<file path="src/rtl/rv_pipe_pkg.sv">
// Shared types and stage indices for the RV pipeline controller.
package rv_pipe_pkg;

    typedef enum logic {
        RUN      = 1'b0,
        MEM_WAIT = 1'b1
    } pipe_state_e;

    localparam int PC_S   = 0;
    localparam int IFID_S = 1;
    localparam int IDEX_S = 2;

    // Wide enough for the largest legal MEM_TIMEOUT (255).
    localparam int WAIT_W = 8;

endpackage

</file>
<file path="src/rtl/rv_sat_counter.sv">
// Up-counter that sticks at all-ones; synchronous clear wins over increment.
module rv_sat_counter #(
    parameter int W = 32
) (
    input  logic         clk,
    input  logic         clr,
    input  logic         inc,
    output logic [W-1:0] count
);

    // NOTE: registered state is always written with <= so every flop samples pre-edge values.
    always_ff @(posedge clk) begin
        if (clr) begin
            count <= '0;
        end else if (inc && (count != '1)) begin
            count <= count + W'(1);
        end
    end

endmodule

</file>
<file path="src/rtl/rv_pipe_ctrl.sv">
// Per-stage stall/flush controller: memory wait with timeout, EX redirect,
// load-use bubbling and a saturating stall-cycle counter.
module rv_pipe_ctrl
    import rv_pipe_pkg::*;
#(
    parameter int NSTAGE      = 4,
    parameter int XLEN        = 32,
    parameter int MEM_TIMEOUT = 16,
    parameter int CNT_W       = 32
) (
    input  logic              clk,
    input  logic              rst_sync,
    input  logic              jump_en_ex,
    input  logic [XLEN-1:0]   jump_addr_ex,
    input  logic              load_ex,
    input  logic [4:0]        rd_ex,
    input  logic [4:0]        rs1_id,
    input  logic [4:0]        rs2_id,
    input  logic              rs1_used_id,
    input  logic              rs2_used_id,
    input  logic              mem_req,
    input  logic              mem_ack,
    output logic              jump,
    output logic [XLEN-1:0]   jump_addr,
    output logic [NSTAGE-1:0] stall_n,
    output logic [NSTAGE-1:0] flush,
    output logic              mem_timeout,
    output logic [CNT_W-1:0]  stall_cnt
);

    pipe_state_e       state_q, state_d;
    logic [WAIT_W-1:0] wait_cnt_q, wait_cnt_d;
    logic [XLEN-1:0]   jump_addr_q;
    logic              load_use;
    logic              mem_stall;
    logic              timeout_hit;

    // x0 is hardwired zero, so a load targeting it never creates a dependency.
    assign load_use = load_ex && (rd_ex != 5'd0) &&
                      ((rs1_used_id && (rs1_id == rd_ex)) ||
                       (rs2_used_id && (rs2_id == rd_ex)));

    // Dropping mem_req while waiting counts as completion, not as a stall.
    assign mem_stall   = mem_req && !mem_ack;
    assign timeout_hit = (state_q == MEM_WAIT) && mem_stall &&
                         (wait_cnt_q == WAIT_W'(MEM_TIMEOUT - 1));

    // NOTE: every output of this block gets a default first, so no path can infer a latch.
    always_comb begin
        state_d     = RUN;
        wait_cnt_d  = '0;
        stall_n     = '1;
        flush       = '0;
        jump        = 1'b0;
        mem_timeout = 1'b0;
        if (!rst_sync) begin
            if (timeout_hit) begin
                // Abandon the access and clear everything behind the PC, including any EX jump.
                mem_timeout  = 1'b1;
                flush        = '1;
                flush[PC_S]  = 1'b0;
            end else if (mem_stall) begin
                stall_n    = '0;
                state_d    = MEM_WAIT;
                wait_cnt_d = (state_q == RUN) ? WAIT_W'(1) : wait_cnt_q + WAIT_W'(1);
            end else if (jump_en_ex) begin
                jump           = 1'b1;
                flush[IFID_S]  = 1'b1;
                flush[IDEX_S]  = 1'b1;
            end else if (load_use) begin
                stall_n[PC_S]   = 1'b0;
                stall_n[IFID_S] = 1'b0;
                flush[IDEX_S]   = 1'b1;
            end
        end
    end

    assign jump_addr = jump ? jump_addr_ex : jump_addr_q;

    always_ff @(posedge clk) begin
        if (rst_sync) begin
            state_q     <= RUN;
            wait_cnt_q  <= '0;
            jump_addr_q <= '0;
        end else begin
            state_q    <= state_d;
            wait_cnt_q <= wait_cnt_d;
            if (jump) begin
                jump_addr_q <= jump_addr_ex;
            end
        end
    end

    rv_sat_counter #(
        .W (CNT_W)
    ) u_stall_cnt (
        .clk   (clk),
        .clr   (rst_sync),
        .inc   (~&stall_n),
        .count (stall_cnt)
    );

endmodule

</file>
<file path="config.mk">
export PLATFORM = sky130hd
export DESIGN_NAME = rv_pipe_ctrl
export DESIGN_NICKNAME = d
export VERILOG_FILES = /design/src/rtl/rv_pipe_pkg.sv /design/src/rtl/rv_sat_counter.sv /design/src/rtl/rv_pipe_ctrl.sv
export SDC_FILE = /design/constraint.sdc
export NUM_CORES = 1
export LEC_CHECK = 0
export CAP_MARGIN = 20
export CORE_MARGIN = 10
export CORE_UTILIZATION = 48
export DETAILED_ROUTE_END_ITERATION = 8
export GPL_TIMING_DRIVEN = 0
export MAX_ROUTING_LAYER = met4
export PLACE_DENSITY_LB_ADDON = 0.25
export SLEW_MARGIN = 20
export SYNTH_ARGS = -nofsm -noshare
export SYNTH_HDL_FRONTEND = slang
export SYNTH_SLANG_ARGS = --single-unit
export TNS_END_PERCENT = 30
</file>
<file path="constraint.sdc">
create_clock -name clk -period 8 [get_ports clk]
set_input_delay 2 -clock clk [delete_from_list [all_inputs] [get_ports clk]]
set_output_delay 2 -clock clk [all_outputs]
set_load 0.005 [all_outputs]
</file>
After elaboration in Yosys (flattened, before gate mapping):

Index checks and enable logic that the tools add are counted.

* mux-type cells: 20
* eq/ne operators: 4
* bitwise logic cells: 2
* reduce and logical (&&, ||, !) cells: 16
* add/sub/neg operators: 2

Operators with widths (count)
* $add A32 B1 Y32 const B: 1
* $mux W32: 1
* $ne A32 B32 Y1 const B: 1
* $mux W2: 6
* $mux W4: 3
* $eq A5 B5 Y1: 2
* $mux W1: 10
* $add A8 B1 Y8 const B: 1
* $eq A8 B4 Y1 const B: 1
* $logic_and A1 B1 Y1: 8
* $reduce_bool A5 Y1: 1
* $reduce_and A4 Y1: 1
* $reduce_or A4 Y1: 1
* $reduce_or A3 Y1: 1
* $logic_not A1 Y1: 2
* $not A1 Y1: 2
* $reduce_or A2 Y1: 1
* $logic_or A1 B1 Y1: 1

* register bits after elaboration: 73
* output and inout port bits: 74
* word-level logic and storage cells: 49

Depth between registers and ports, before layout:

* depth in word-level cells: 12
* depth in mapped cells: 10
* depth with buffers taken out: 7

Cells and area by module:

A second synthesis with hierarchy kept.

* cell total of the unflattened synthesis: 376
* area, all modules: 3622.2 um^2

By module, submodules not included
* rv_pipe_ctrl: area an instance 1948.1 um^2, sequential area each 820.8 um^2, instances 1, cells each 177
* rv_sat_counter: area an instance 1674.1 um^2, sequential area each 640.6 um^2, instances 1, cells each 199

Worst setup path before layout:

OpenSTA, ideal clock, no wires.

* path kind: input -> output
* start: input rd_ex[1]
* end: output stall_n[1]
* setup slack: 2.638 ns
* required time: 6.000 ns
* path buffers: 3
* data arrival time: 3.362 ns
* stages on the path: 7
* cells stage by stage: or4_1 o21ai_1 nor3_1 a21oi_2 buf_6 buf_6 buf_4

* word-level cells in the longest chain between the ends: 9
* elaborated cells between the ends (all ways): 13
* classes of those cells: eq/ne: 2; mux: 5; reduce/logical: 6

RTL lines
* start: declaration: line rv_pipe_ctrl.sv:16 `input logic [4:0] rd_ex,`
* $eq A5 B5 Y1 (on tied branches): line rv_pipe_ctrl.sv:40, rv_pipe_ctrl.sv:41
* $logic_and A1 B1 Y1 (on tied branches): line rv_pipe_ctrl.sv:40, rv_pipe_ctrl.sv:41
* $logic_or A1 B1 Y1: line rv_pipe_ctrl.sv:40 `((rs1_used_id && (rs1_id == rd_ex)) ||`
* $logic_and A1 B1 Y1 (*): line rv_pipe_ctrl.sv:39 `assign load_use = load_ex && (rd_ex != 5'd0) &&`
* $mux W2 (*): line rv_pipe_ctrl.sv:70 `end else if (load_use) begin`
* $mux W2 (*): line rv_pipe_ctrl.sv:66 `end else if (jump_en_ex) begin`
* $mux W2 (*): line rv_pipe_ctrl.sv:62 `end else if (mem_stall) begin`
* $mux W4 (*): line rv_pipe_ctrl.sv:57 `if (timeout_hit) begin`
* $mux W4 (*): line rv_pipe_ctrl.sv:56 `if (!rst_sync) begin`
* end: declaration: line rv_pipe_ctrl.sv:25 `output logic [NSTAGE-1:0] stall_n,`

Every way passes the cells marked *; elsewhere a longest branch is shown, timed or not.

Final worst setup path:

Same ends and word-level chain as after synthesis.

==> results.yml <==
outcome:
  status: "complete, no violations"
logic_synthesis:
  synth_cell_types: 48
  synth_seq_cells: 73
  synth_top_area_share_pct: 40.9
  yosysTopAreaCell: "dfxtp_1"
  synth.cell_area_mm2: 0.00358
  post_synth.cell_area_avg_um2: 9.59
  async_reset_ff_share_pct: 0
  ys_seq_area_share_pct: 40.9
  yosysWarningCount: 0
  netlist_top_cells_area: "dfxtp_1, mux2_2, and2_1"
  synthCells: 373
  synth_edf_count: 0
  ys.flop_type: "dfxtp_1"
  syn_nets: 430
cells_and_area:
  syn_to_final_growth_pct: 44.6
  n_antenna_cell: 0
  instances_no_fill: 615
  nets: 568
  fin_area_mm2: 0.00517
  drive_gt1_share_pct: 16.7
worst_setup_path:
  arrival_ns: 4.57
  rr_startpoint: "u_stall_cnt.count[1]"
  startpoint_type: "input port"
  critical_path_class: "input port to output pin"
  crit_fanout: 11
  path_cells: "clkdlybuf4s50_1 > or4_1 > o21ai_1 > nor3_1 > a21oi_2 > buf_6 > buf_6 > buf_4 > clkdlybuf4s50_1"
  critPathCaptureType: "output pin"
  worstRegToRegCells: 8
  crit_path_top_delay_cell: "or4_1"
  required_ns: 6.00
  critPathMaxStageDelay_ns: 0.55
  reg2reg_setup_slack_ns: 5.53
  rr_endpoint: "u_stall_cnt.count[13]"
global_routing:
  grt_first_pass_wirelength_um: 16300
  grt_start_max_net_pins: 15
  grt_usage_pct: 18.2
  grt_pass1_vias: 3272
  grt_overflow_total: 0
  antenna_found_initial: 0
detailed_routing:
  first_pass_iters: 4
  via_per_inst: 5.44
  antenna_left: 0
  num_vias: 3344
  drc: 0
  drt_iter0_drc: 127
  drt_wl_total_um: 10200
  wire_per_inst_um: 16.6
timing:
  fmax_ghz: 0.152
  fin_tns_setup_ns: 0
  setup_ws_ns: 1.43
  slew_headroom_pct: 52.3
  hold_viol_final: 0
  min_period_ns: 6.57
  worstMarginPinSlew_ns: 0.714
  period_share_pct: 82.2
  rsz0062_at_grt: "false"
  setup_viol: 0
  fin_skew_ns: 0.0103
  hold_ws_ns: 0.467
  slew_violations: 0
floorplanning:
  core_mm2: 0.00725
  chipWidth_um: 106
  ioPinCount: 129
  die_h_um: 106
  core.rowCount: 31
  die_area_mm2: 0.0113
  start_util_pct: 49.3
clock_network:
  clock_path_buffers: 2
  worstSkewPairLatency_ns: 0.36
  postCtsSetupBuffers: 0
  htreeDepth: 3
  numCtsBuffers: 9
  clkSinkCount: 73
  cts_tree: "built"
  clk_pin_slew_ns: 0.08
  cts_root_buf: "clkbuf_8"
  cts_hold_buf: 0
  post_cts_resize_count: 0
placed_design:
  dp_hpwl_um: 7950
  dp.cells: 599
  placed_area_mm2: 0.00497
  place_ws_ns: 1.40
  place_congestion: 0.877
  portBuffers: 127
power:
  cellLeakagePower_nw: 1.83
  p_per_area_mw_per_mm2: 151
  vdd_drop_max_mv: 0.0885
hold_path:
  min_path_cells: 1
  hold_path.class: "flop to flop"
  min_from: "wait_cnt_q[0]"
  whs_endpoint: "wait_cnt_q[0]"
job:
  maxCapViolCount: 0
through the flow:
step	power, W	utilization, %
global placement	0.000488	68.6
floorplan	0.000424	-
CTS	0.000782	71.3
global route	0.000806	71.3
finish	0.000780	71.3
detailed placement	0.000490	68.6
power by group:
part           switching [W]  leakage [nW]  internal (W)  total [W]
clock               0.000153         0.100      0.000147   0.000300
sequential        0.00000254         0.592      0.000371   0.000374
combinational      0.0000379          1.14     0.0000688   0.000107
worst max-delay path by stage:
stage / startpoint / end / slack (ns)
after floorplan: rd_ex[1] / stall_n[1] / 2.64
after global placement: rd_ex[1] / stall_n[1] / 1.45
after detailed placement: rd_ex[1] / stall_n[1] / 1.40
after CTS: rd_ex[1] / stall_n[1] / 1.40
after global routing: rd_ex[1] / stall_n[1] / 1.28
final: rd_ex[1] / stall_n[1] / 1.43
cells by family (layout without fill, tap and decap cells):
family	after synthesis	in the layout	share of synthesized area, %
flip-flops	73	73	40.9
multiplexers	35	35	11.0
other	1	1	0.105
AND/OR/NAND/NOR	152	152	26.4
XOR/XNOR	16	16	3.92
AO/OA/AOI/OAI	64	64	12.0
adder cells (fa/ha/maj)	2	2	0.699
buffers and inverters	30	173	5.00
sequential cells by signal, summed over array words and instances, names as in the netlist:
signal and flops:
jump_addr_q 32, u_stall_cnt.count 32, wait_cnt_q 8, state_q 1
cells in the mapped netlist (4+ instances only):
library cell	n
a21oi_1	14
nand2_1	15
or4_1	9
xnor2_1	13
and2_1	33
or3_1	11
nor4_1	7
o311ai_0	4
nand4_1	11
nor2_1	17
mux2_2	34
o21ai_0	4
and3_1	7
inv_1	4
dfxtp_1	73
o21ai_1	11
o21a_1	5
o31a_1	5
clkbuf_1	9
o31ai_1	7
a21oi_2	8
buf_4	9
nand3_1	18
layout by cell type, fill, tap and decap left out, types with 3 or more instances in the layout:
| cell | netlist | routed |
|---|---|---|
| and4_1 | 3 | 3 |
| clkbuf_8 | 0 | 9 |
| buf_6 | 3 | 3 |
| a21oi_1 | 14 | 14 |
| o41ai_1 | 3 | 3 |
| and2_1 | 33 | 33 |
| nand2_1 | 15 | 15 |
| nor4_1 | 7 | 7 |
| nand3_1 | 18 | 18 |
| clkdlybuf4s50_1 | 0 | 127 |
| dfxtp_1 | 73 | 73 |
| a21oi_2 | 8 | 8 |
| clkbuf_1 | 9 | 9 |
| mux2_2 | 34 | 34 |
| o31ai_1 | 7 | 7 |
| o311ai_0 | 4 | 4 |
| o21ai_1 | 11 | 11 |
| nor2_1 | 17 | 17 |
| buf_4 | 9 | 9 |
| o21ai_0 | 4 | 4 |
| and3_1 | 7 | 7 |
| or3_1 | 11 | 11 |
| o21a_1 | 5 | 5 |
| or4_1 | 9 | 9 |
| buf_2 | 3 | 3 |
| xnor2_1 | 13 | 13 |
| o31a_1 | 5 | 5 |
| inv_1 | 4 | 4 |
| xor2_1 | 3 | 3 |
| nand4_1 | 11 | 11 |
| nand4_2 | 3 | 3 |
| nor3_1 | 3 | 3 |
final cells by class:
class / count / area, um^2
fillers: 571 / 2080
well taps: 99 / 124
plain buffers: 26 / 164
clock buffers: 9 / 124
inverters: 4 / 15.0
multi-input cells: 270 / 1940
flip-flops and latches: 73 / 1460
clock inverters: 7 / 77.6
repair buffers: 127 / 1270
layer usage:
metal	global-route usage (%)	vias up	share of wire (%)
li1	-	1636	-
met1	20.6	1577	42
met4	5.42	0	1.4
met2	30.3	119	49
met5	-	-	0
met3	5.31	12	7.6
critical path, delay by kind of cell:
family	cells	cell delay (ns)
buf+inv	5	1.43
simple gates	2	0.63
compound gates	2	0.52
Note: power is estimated with default switching activity, not from simulation.
